File: src/rtl/ff_bank_pkg.sv
// ff_bank_pkg: shared definitions for the multimode flip-flop bank.
//   mode_t          2-bit run-time cell mode
//   MODE_RS/JK/D/T  mode encodings applied to every channel of the bank
package ff_bank_pkg;

  typedef logic [1:0] mode_t;

  localparam mode_t MODE_RS = 2'b00;
  localparam mode_t MODE_JK = 2'b01;
  localparam mode_t MODE_D  = 2'b10;
  localparam mode_t MODE_T  = 2'b11;

endpackage

File: src/rtl/ff_cell.sv
// ff_cell: one storage channel of multimode_ff_bank.
//   clk      rising-edge clock
//   nrst     synchronous active-low reset, loads INIT
//   en       clock enable, q holds when 0
//   mode     RS / JK / D / T selection
//   a, b     S/R, J/K, D (a only), T (a only)
//   q        stored bit
//   illegal  combinational strobe: enabled RS cycle with S=R=1
module ff_cell
  import ff_bank_pkg::*;
#(
  parameter logic INIT = 1'b0
) (
  input  logic  clk,
  input  logic  nrst,
  input  logic  en,
  input  mode_t mode,
  input  logic  a,
  input  logic  b,
  output logic  q,
  output logic  illegal
);

  logic q_nxt;

  always_comb begin
    q_nxt = q;
    case (mode)
      MODE_RS: begin
        case ({a, b})
          2'b10:   q_nxt = 1'b1;
          2'b01:   q_nxt = 1'b0;
          default: q_nxt = q;     // 00 holds; 11 is illegal and also holds
        endcase
      end
      MODE_JK: begin
        case ({a, b})
          2'b10:   q_nxt = 1'b1;
          2'b01:   q_nxt = 1'b0;
          2'b11:   q_nxt = ~q;
          default: q_nxt = q;
        endcase
      end
      MODE_D:  q_nxt = a;
      default: q_nxt = q ^ a;     // MODE_T
    endcase
  end

  assign illegal = en & (mode == MODE_RS) & a & b;

  // state register
  always_ff @(posedge clk) begin
    if (!nrst) begin
      q <= INIT;
    end else if (en) begin
      q <= q_nxt;
    end
  end

endmodule

File: src/rtl/multimode_ff_bank.sv
// multimode_ff_bank: WIDTH independent RS/JK/D/T flip-flops sharing one mode,
// one clock enable and one synchronous active-low reset.
//   clk, nrst   clock and synchronous active-low reset
//   en          common clock enable
//   mode        00 RS, 01 JK, 10 D, 11 T for all channels
//   a, b        per-channel data (b ignored in D and T)
//   clr_err     clears err_vec / err_cnt (an illegal event on the same edge wins)
//   q, nq       stored state and its complement
//   err_vec     sticky per-channel RS S=R=1 flags
//   err_cnt     saturating count of cycles with at least one illegal channel
// Build option: define FF_BANK_ERR_EN to include error detection; without it
// err_vec and err_cnt are tied to zero and clr_err is ignored.
module multimode_ff_bank
  import ff_bank_pkg::*;
#(
  parameter int               WIDTH     = 8,
  parameter logic [WIDTH-1:0] INIT      = {WIDTH{1'b0}},
  parameter int               ERR_CNT_W = 8
) (
  input  logic                 clk,
  input  logic                 nrst,
  input  logic                 en,
  input  mode_t                mode,
  input  logic [WIDTH-1:0]     a,
  input  logic [WIDTH-1:0]     b,
  input  logic                 clr_err,
  output logic [WIDTH-1:0]     q,
  output logic [WIDTH-1:0]     nq,
  output logic [WIDTH-1:0]     err_vec,
  output logic [ERR_CNT_W-1:0] err_cnt
);

  logic [WIDTH-1:0] illegal_vec;

  for (genvar i = 0; i < WIDTH; i++) begin : g_cell
    ff_cell #(
      .INIT (INIT[i])
    ) u_cell (
      .clk     (clk),
      .nrst    (nrst),
      .en      (en),
      .mode    (mode),
      .a       (a[i]),
      .b       (b[i]),
      .q       (q[i]),
      .illegal (illegal_vec[i])
    );
  end

  assign nq = ~q;

`ifdef FF_BANK_ERR_EN

  localparam logic [ERR_CNT_W-1:0] CNT_ONE = {{(ERR_CNT_W-1){1'b0}}, 1'b1};

  function automatic logic [ERR_CNT_W-1:0] sat_inc(input logic [ERR_CNT_W-1:0] v);
    return (&v) ? v : v + CNT_ONE;
  endfunction

  logic any_illegal;
  assign any_illegal = |illegal_vec;

  // error flag / counter register
  always_ff @(posedge clk) begin
    if (!nrst) begin
      err_vec <= '0;
      err_cnt <= '0;
    end else if (clr_err) begin
      // a same-cycle event survives the clear as a fresh first occurrence
      err_vec <= illegal_vec;
      err_cnt <= any_illegal ? CNT_ONE : '0;
    end else begin
      err_vec <= err_vec | illegal_vec;
      if (any_illegal) begin
        err_cnt <= sat_inc(err_cnt);
      end
    end
  end

`else

  assign err_vec = '0;
  assign err_cnt = '0;

  logic unused_err_inputs;
  assign unused_err_inputs = &{1'b0, clr_err, illegal_vec};

`endif

endmodule

File: config.mk
export PLATFORM = sky130hd
export DESIGN_NAME = multimode_ff_bank
export DESIGN_NICKNAME = d
export VERILOG_FILES = /design/src/rtl/ff_bank_pkg.sv /design/src/rtl/ff_cell.sv /design/src/rtl/multimode_ff_bank.sv
export SDC_FILE = /design/constraint.sdc
export NUM_CORES = 1
export LEC_CHECK = 0
export ABC_AREA = 1
export BUFFER_PORTS_ARGS = -buffer_cell sky130_fd_sc_hd__buf_4
export CAP_MARGIN = 40
export CORE_ASPECT_RATIO = 0.8
export CORE_MARGIN = 2
export CORE_UTILIZATION = 46
export CTS_BUF_LIST = sky130_fd_sc_hd__clkbuf_16
export CTS_CLUSTER_SIZE = 30
export DETAILED_ROUTE_END_ITERATION = 8
export PLACE_DENSITY_LB_ADDON = 0.12
export SKIP_CTS_REPAIR_TIMING = 1
export SLEW_MARGIN = 10
export SYNTH_ARGS = -nofsm -noshare
export SYNTH_HDL_FRONTEND = slang
export SYNTH_SLANG_ARGS = --single-unit
File: constraint.sdc
create_clock -name clk -period 1.27 [get_ports clk]
set_clock_uncertainty 0.15 [all_clocks]
set_input_delay 0.127 -clock clk [delete_from_list [all_inputs] [get_ports clk]]
set_output_delay 0.127 -clock clk [all_outputs]
set_load 0.02 [all_outputs]
==> results of run 1 <==
==> logic make-up (layout without fill, tap and decap cells) <==
group | count (synthesis) | count (layout) | share of synthesized area
AO/OA/AOI/OAI | 7 | 7 | 0.0315
flip-flops | 8 | 8 | 0.144
buffers and inverters | 49 | 61 | 0.277
AND/OR/NAND/NOR | 145 | 145 | 0.522
other | 1 | 16 | 0.00337
adder cells (fa/ha/maj) | 2 | 2 | 0.0225
==> how the worst max path moves through the flow <==
stage | startpoint | endpoint | cells after the start
4_1_cts | g_cell[0].u_cell.q | nq[0] | 2
5_1_grt | g_cell[4].u_cell.q | g_cell[4].u_cell.q | 7
3_5_place_dp | mode[0] | g_cell[6].u_cell.q | 7
3_3_place_gp | mode[0] | g_cell[5].u_cell.q | 9
6_report | g_cell[0].u_cell.q | nq[0] | 2
2_1_floorplan | g_cell[1].u_cell.q | g_cell[1].u_cell.q | 7
==> Yosys cell counts <==
library cell    n  area (µm²)
a21oi_1         7        35.0
inv_1          19        71.3
nor2_4          1        11.3
buf_6           4        45.0
nand2_2         2        12.5
inv_2           1        3.75
ha_1            2        25.0
nand3_1        19        95.1
buf_4          25         188
nor2_1         16        60.1
nand2_1       107         402
dfxtp_1         8         160
conb_1          1        3.75
==> layout by cell type, fill, tap and decap left out <==
cell type	synthesis	routed
a21oi_1	7	7
inv_1	19	19
conb_1	1	16
nand2_2	2	2
inv_2	1	1
dfxtp_1	8	8
nand3_1	19	19
clkbuf_16	0	3
nor2_1	16	16
ha_1	2	2
nand2_1	107	107
nor2_4	1	1
buf_4	25	38
==> through the flow <==
step	instances	hold slack [ns]	worst slack [ns]
3_5_place_dp	261	0.279	0.0848
6_report	264	0.0399	0.142
2_1_floorplan	227	0.240	0.200
4_1_cts	264	0.0384	0.138
5_1_grt	264	0.0417	0.0607
3_3_place_gp	261	0.282	0.0921
==> tightest hold or removal path, stage by stage <==
cell	delay (ns)
buf_4	0.15
nand2_1	0.07
nor2_1	0.03
==> final cells by class <==
| class | count | area share |
|---|---|---|
| clock buffer | 3 | 0.0566 |
| inverter | 20 | 0.0566 |
| sequential | 8 | 0.121 |
| tap | 25 | 0.0236 |
| multi-input combinational | 170 | 0.528 |
| timing repair buffer | 38 | 0.215 |
==> layer usage <==
| layer | global-route usage | part of all wire | vias up |
|---|---|---|---|
| li1 | - | - | 655 |
| met1 | 0.243 | 0.50 | 481 |
| met3 | 0.0405 | 0.063 | 2 |
| met2 | 0.302 | 0.43 | 35 |
| met4 | 0.0500 | 0.0041 | 0 |
| met5 | 0 | 0 | - |
==> power groups by stage <==
stage / Combinational (mW) / Clock, mW / Sequential (mW)
floorplan: 0.391 / 0 / 0.293
global placement: 0.477 / 0 / 0.298
detailed placement: 0.478 / 0 / 0.297
CTS: 0.481 / 0.542 / 0.293
global route: 0.539 / 0.555 / 0.297
finish: 0.481 / 0.526 / 0.294
==> run_results.csv, run 1 <==
group,metric,value,unit
critical_path,crit_buf_inv,2,
clocking,clkLatencyLatePin,0.23,ns
sta,max_freq,887,MHz
critical_path,critPathSlowestCell,"dfxtp_1",
critical_path,required,0.99,ns
sta,fin_tns_setup,0,ns
sta,fin_crit,1.13,ns
logic_synthesis,postSynthAreaPerCell,5.25,µm²
sta,post-route-period-util,0.888,
critical_path,path_cells,"inv_1, buf_4",
sta,hold_viol_final,0,
final_layout,regMostFlops,"g_cell.u_cell.q",
critical_path,r2r_start,"g_cell[3].u_cell.q",
min_path,holdCritStartpoint,"nrst",
die,die_w,59.0,µm
final_layout,multi_input_area,701,µm²
placement,gp_congestion,0.814,
placement,dp_hpwl,1.79,mm
clocking,cts_buffers,3,
logic_synthesis,ys_seq_area_frac,0.144,
power_and_ir_drop,power_frac_seq,0.226,
final_layout,reg_top3,"g_cell.u_cell.q x8",
drt,wirelength,2.44,mm
clocking,cts.sinks,8,
drt,wl_per_cell,9.26,µm
final_layout,seq_area,160,µm²
clocking,clk_path_buf_depth,2,
logic_synthesis,ys_warn_count,0,
drt,drt-pass1-iter-count,6,
final_layout,n_fill_cell,224,
critical_path,critPathKind,"reg -> out",
sta,final_max_slew_viol_count,0,
final_layout,design_area,1330,µm²
global_routing,grt_pass1_wl,3.87,mm
logic_synthesis,synthCells,212,
drt,ant_nets,0,
power_and_ir_drop,peakVddDrop,0.972,mV
sta,rsz0062_at_grt,"false",
critical_path,end_kind,"primary output",
global_routing,grt_max_degree,17,
logic_synthesis,synth-seq-cells,8,
final_layout,final_nets,265,
sta,setup_violations,0,
critical_path,worstReg2RegEnd,"g_cell[3].u_cell.q",
global_routing,grt_overflow_total,0,
clocking,htree_levels,1,
critical_path,path_max_fanout,4,
logic_synthesis,synth.distinct_cells,13,
drt,drc_errors,5,
placement,port_buffers,36,
power_and_ir_drop,power_frac_clock,0.404,
final_layout,largest_reg_flops,8,
die,top_level_ports,54,
power_and_ir_drop,sw_frac_of_total,0.335,
status,violations,"design-rule violations",
flow_run,maxCapViolations,0,
global_routing,grt_pass1_vias,900,
min_path,hp-class,"in -> reg",
final_layout,diodes,0,
critical_path,cp_top_family,"flip-flops",
final_layout,drive_above_1_share,0.188,
critical_path,worstPathArrival,0.85,ns
min_path,hold_path_end,"g_cell[2].u_cell.q",
global_routing,track_usage,0.182,
drt,num_vias,1173,
drt,drt-vias-per-instance,4.44,
critical_path,rrSetupSlack,0.18,ns
final_layout,utilization,0.599,
power_and_ir_drop,pwr_density_cell,980,nW/µm²
clocking,clk_pin_slew,0.04,ns
min_path,min_path_cells,3,
die,rows,15,
placement,place_area,1250,µm²
die,die_h,48.0,µm
final_layout,areaGrowthSynthToFinish,19.3,%
logic_synthesis,synth_area,1110,µm²
drt,drtIter0Drc,47,
power_and_ir_drop,p_leak,0.804,nW
die,core_area,2210,µm²
critical_path,rr_worst_depth,7,
critical_path,startpoint_type,"flop",
critical_path,critPathMaxStageDelay,0.37,ns
global_routing,antenna_found_initial,0,
die,initial_core_util,0.502,
power_and_ir_drop,switchingPower,0.436,mW
power_and_ir_drop,comb_power_share,0.370,
power_and_ir_drop,intPower,0.865,mW
die,dieArea,2830,µm²
clocking,root_buffer,"clkbuf_16",
power_and_ir_drop,finalPower,1.30,mW
clocking,cts_tree,"done",
status,status,"finished with violations",
(Power assumes the default switching activity.)
==> run 2: changes to the inputs <==
--- a/config.mk
+++ b/config.mk
@@ -10,7 +10,7 @@
 export CAP_MARGIN = 40
 export CORE_ASPECT_RATIO = 0.8
 export CORE_MARGIN = 2
-export CORE_UTILIZATION = 46
+export CORE_UTILIZATION = 35
 export CTS_BUF_LIST = sky130_fd_sc_hd__clkbuf_16
 export CTS_CLUSTER_SIZE = 30
 export DETAILED_ROUTE_END_ITERATION = 8
==> run_results.csv, run 2 (same netlist as run 1, synthesis figures left out) <==
group,metric,value,unit
power_and_ir_drop,intPower,0.870,mW
drt,wl_met1,1.18,mm
status,status,"finished, final reports clean",
drt,drt-vias-per-instance,4.22,
drt,wirelength,2.42,mm
critical_path,rr_worst_depth,7,
power_and_ir_drop,comb_power_share,0.366,
global_routing,antenna_found_initial,0,
clocking,clk_path_buf_depth,2,
drt,drt-pass1-iter-count,4,
die,die_w,67.0,µm
drt,route.met2.wl,1.07,mm
critical_path,crit_buf_inv,2,
placement,place_area,1280,µm²
power_and_ir_drop,sw_frac_of_total,0.339,
final_layout,n_fill_cell,360,
power_and_ir_drop,peakVddDrop,0.532,mV
final_layout,largest_reg_flops,8,
sta,max_freq,898,MHz
critical_path,path_cells,"inv_1, buf_4",
clocking,htree_levels,1,
power_and_ir_drop,power_frac_clock,0.411,
final_layout,reg_top3,"g_cell.u_cell.q x8",
placement,port_buffers,36,
drt,num_vias,1176,
critical_path,worstReg2RegEnd,"g_cell[3].u_cell.q",
critical_path,critPathKind,"reg -> out",
power_and_ir_drop,p_leak,0.808,nW
critical_path,worstPathArrival,0.84,ns
final_layout,areaGrowthSynthToFinish,22.2,%
placement,dp_hpwl,1.88,mm
global_routing,grt_max_degree,17,
final_layout,design_area,1360,µm²
min_path,hp-class,"in -> reg",
drt,routed.top_layer,"met4",
critical_path,critPathSlowestCell,"dfxtp_1",
final_layout,final_common_cell,"nand2_1",
sta,rsz0062_at_grt,"false",
critical_path,end_kind,"primary output",
die,dieArea,3650,µm²
critical_path,critical_path.endpoint,"nq[0]",
clocking,cts.sinks,8,
clocking,clk_pin_slew,0.04,ns
sta,hold_viol_final,0,
critical_path,required,0.99,ns
sta,fin_crit,1.11,ns
die,initial_core_util,0.363,
global_routing,grt_overflow_total,0,
flow_run,maxCapViolations,0,
global_routing,grt_pass1_wl,3.73,mm
power_and_ir_drop,power_frac_seq,0.223,
global_routing,track_usage,0.138,
final_layout,regMostFlops,"g_cell.u_cell.q",
placement,gp_congestion,0.764,
drt,drc_errors,0,
clocking,root_buffer,"clkbuf_16",
critical_path,rrSetupSlack,0.18,ns
global_routing,grt_pass1_vias,858,
power_and_ir_drop,switchingPower,0.447,mW
drt,wl_per_cell,8.69,µm
sta,final_max_slew_viol_count,0,
die,core_area,3060,µm²
clocking,clkLatencyLatePin,0.23,ns
drt,drtIter0Drc,52,
drt,wl_met3,167,µm
drt,ant_nets,0,
final_layout,diodes,0,
sta,post-route-period-util,0.877,
sta,fin_tns_setup,0,ns
critical_path,startpoint_type,"flop",
critical_path,critPathMaxStageDelay,0.36,ns
final_layout,final_nets,265,
clocking,cts_tree,"done",
critical_path,cp_top_family,"flip-flops",
clocking,cts_buffers,3,
final_layout,drive_above_1_share,0.188,
die,die_h,54.4,µm
final_layout,final_cell_mix,"nand2_1 (107), buf_4 (37), inv_1 (19), nand3_1 (19)",
die,top_level_ports,54,
critical_path,path_max_fanout,4,
sta,setup_violations,0,
critical_path,cp-startpoint,"g_cell[0].u_cell.q",
critical_path,r2r_start,"g_cell[3].u_cell.q",
power_and_ir_drop,pwr_density_cell,969,nW/µm²
die,rows,18,
critical_path,cp.depth,2,
==> run 2: cell count changes in the layout (fill, tap and decap cells not counted) <==
| cell | previous run | this run |
|---|---|---|
| buf_12 | 0 | 1 |
| buf_4 | 38 | 37 |
==> run 2: layer usage <==
metal	GRT usage	vias up
met5	0	-
met4	0.0204	0
met3	0.0494	2
met2	0.203	29
met1	0.196	487
li1	-	658
==> run 2: stage by stage <==
stage                     cells  total power, mW   util  worst slack (ns)  hold slack, ns
after floorplan             227            0.684      -             0.200           0.240
final                       279             1.32  0.444             0.156          0.0335
after detailed placement    276            0.782  0.419             0.130           0.278
after global placement      276            0.785  0.419             0.131           0.280
after CTS                   279             1.34  0.444             0.154          0.0331
after global routing        279             1.42  0.444            0.0676          0.0330
==> run 2: tightest hold or removal path: stages <==
cell and delay [ns]:
buf_4 0.15, nand2_1 0.07, nor2_1 0.03
==> run 2: worst min-delay path by stage <==
stage | depth (start not counted) | endpoint | startpoint
finish | 3 | g_cell[3].u_cell.q | nrst
global route | 3 | g_cell[7].u_cell.q | nrst
CTS | 3 | g_cell[7].u_cell.q | nrst
detailed placement | 3 | g_cell[7].u_cell.q | nrst
global placement | 3 | g_cell[2].u_cell.q | nrst
floorplan | 3 | g_cell[1].u_cell.q | nrst
==> run 2: cell type report <==
cell class,count,area (µm²),share of cell area
Clock buffer,3,75.1,0.0552
Inverter,20,75.1,0.0552
Multi-Input combinational cell,170,701,0.516
Sequential cell,8,160,0.118
Tap cell,40,50.0,0.0368
Timing Repair Buffer,38,298,0.219
==> run 2: power by group through the flow <==
stage / Sequential (mW) / Combinational [mW] / Clock, mW
after floorplan: 0.293 / 0.391 / 0
after global placement: 0.298 / 0.486 / 0
after detailed placement: 0.298 / 0.484 / 0
after CTS: 0.294 / 0.486 / 0.555
after global routing: 0.298 / 0.542 / 0.577
final: 0.294 / 0.482 / 0.541
==> run 3: changes to the inputs <==
==> constraint.sdc (replaced) <==
create_clock -name clk -period 1.27 [get_ports clk]
set_clock_uncertainty 0.15 [all_clocks]
set_input_delay 0.127 -clock clk [delete_from_list [all_inputs] [get_ports clk]]
set_output_delay 0.127 -clock clk [all_outputs]
set_load 0.1 [all_outputs]
==> run_results.csv, run 3 (same netlist as run 1, synthesis figures left out) <==
group,metric,value,unit
clocking,clk_pin_slew,0.04,ns
critical_path,startpoint_type,"flop",
critical_path,worstPathArrival,0.95,ns
final_layout,diodes,0,
sta,rsz0062_at_grt,"false",
global_routing,grt_max_degree,13,
die,rows,18,
critical_path,critPathKind,"reg -> out",
critical_path,critical_path.endpoint,"nq[0]",
power_and_ir_drop,peakVddDrop,0.826,mV
placement,dp_hpwl,1.90,mm
power_and_ir_drop,finalPower,1.78,mW
final_layout,n_fill_cell,357,
placement,port_buffers,36,
final_layout,seq_area,170,µm²
clocking,cts_tree,"done",
clocking,cts_buffers,3,
sta,post-route-period-util,0.966,
sta,hold_viol_final,0,
drt,drtIter0Drc,32,
placement,gp_congestion,0.767,
critical_path,end_kind,"primary output",
final_layout,largest_reg_flops,8,
power_and_ir_drop,p_leak,0.798,nW
die,dieArea,3650,µm²
drt,wl_per_cell,8.73,µm
sta,fin_crit,1.23,ns
critical_path,required,0.99,ns
min_path,hp-class,"in -> reg",
clocking,root_buffer,"clkbuf_16",
critical_path,rrSetupSlack,0.15,ns
sta,setup_violations,0,
flow_run,maxCapViolations,0,
global_routing,grtUsageMet3,0.0412,
sta,final_max_slew_viol_count,0,
global_routing,grt_util_met1,0.188,
power_and_ir_drop,pwr_density_cell,1270,nW/µm²
global_routing,grt_pass1_vias,943,
final_layout,final_common_cell,"nand2_1",
final_layout,areaGrowthSynthToFinish,26.0,%
final_layout,final_nets,267,
critical_path,cp-startpoint,"g_cell[0].u_cell.q",
global_routing,grt.busiest_layer,"met2",
sta,setup_slack,0.0433,ns
critical_path,path_max_fanout,4,
sta,worst_hold_slack,0.0292,ns
drt,drc_errors,0,
die,die_w,67.0,µm
global_routing,antenna_found_initial,0,
status,status,"finished, final reports clean",
sta,max_freq,815,MHz
die,initial_core_util,0.363,
final_layout,regMostFlops,"g_cell.u_cell.q",
global_routing,grt_pass1_wl,3.96,mm
drt,num_vias,1176,
global_routing,track_usage,0.145,
die,top_level_ports,54,
global_routing,use_met2,0.238,
clocking,cts.sinks,8,
clocking,clkLatencyLatePin,0.23,ns
die,die_h,54.4,µm
final_layout,reg_top3,"g_cell.u_cell.q x8",
placement,pre_cts_ws,0.133,ns
final_layout,drive_above_1_share,0.261,
final_layout,multi_input_area,701,µm²
clocking,clk_path_buf_depth,2,
die,core_area,3060,µm²
critical_path,rr_worst_depth,7,
sta,fin_tns_setup,0,ns
critical_path,r2r_start,"g_cell[4].u_cell.q",
clocking,htree_levels,1,
global_routing,grt_overflow_total,0,
critical_path,worstReg2RegEnd,"g_cell[4].u_cell.q",
final_layout,final_cell_mix,"nand2_1 (107), buf_4 (40), nand3_1 (19)",
drt,ant_nets,0,
drt,drt-vias-per-instance,4.19,
drt,drt-pass1-iter-count,4,
drt,wirelength,2.45,mm
==> run 3: changes by cell type in the layout (fill, tap and decap cells not counted), sizes merged <==
| cell | delta |
|---|---|
| clkinvlp | +8 |
| inv | -8 |
| buf | +2 |
==> run 3: cell type report <==
cell class / instances / area share
multi-input combinational: 170 / 0.500
sequential: 8 / 0.121
timing repair buffer: 40 / 0.214
inverter: 20 / 0.0750
clock buffer: 3 / 0.0536
tap: 40 / 0.0357
==> run 3: worst min path at each step <==
stage	startpoint	cells after the start	slack, ns	endpoint
finish	nrst	3	0.03	g_cell[5].u_cell.q
global route	nrst	3	0.04	g_cell[5].u_cell.q
global placement	nrst	3	0.28	g_cell[1].u_cell.q
floorplan	nrst	3	0.24	g_cell[1].u_cell.q
detailed placement	nrst	3	0.28	g_cell[4].u_cell.q
CTS	nrst	3	0.03	g_cell[4].u_cell.q
==> run 3: report_power, final <==
group,internal (mW),switching [mW]
clock network,0.407,0.136
registers,0.281,0.0293
logic,0.194,0.733
total,0.883,0.899
==> run 3: routing by layer <==
layer | vias up | wire length, µm
met5 | - | 0
met4 | 0 | 10
met3 | 2 | 166
met2 | 28 | 1000
met1 | 483 | 1270
li1 | 663 | -
==> run 3: critical path, cell delays in order, from the launching register on <==
cell and delay (ns):
dfxtp_2 0.37, clkinvlp_4 0.11, buf_4 0.24
==> run 3: metrics by stage <==
stage / area (µm²) / utilization / cells
2_1_floorplan: 1210 / - / 227
3_3_place_gp: 1330 / 0.433 / 278
3_5_place_dp: 1330 / 0.433 / 278
4_1_cts: 1400 / 0.458 / 281
5_1_grt: 1400 / 0.458 / 281
6_report: 1400 / 0.458 / 281
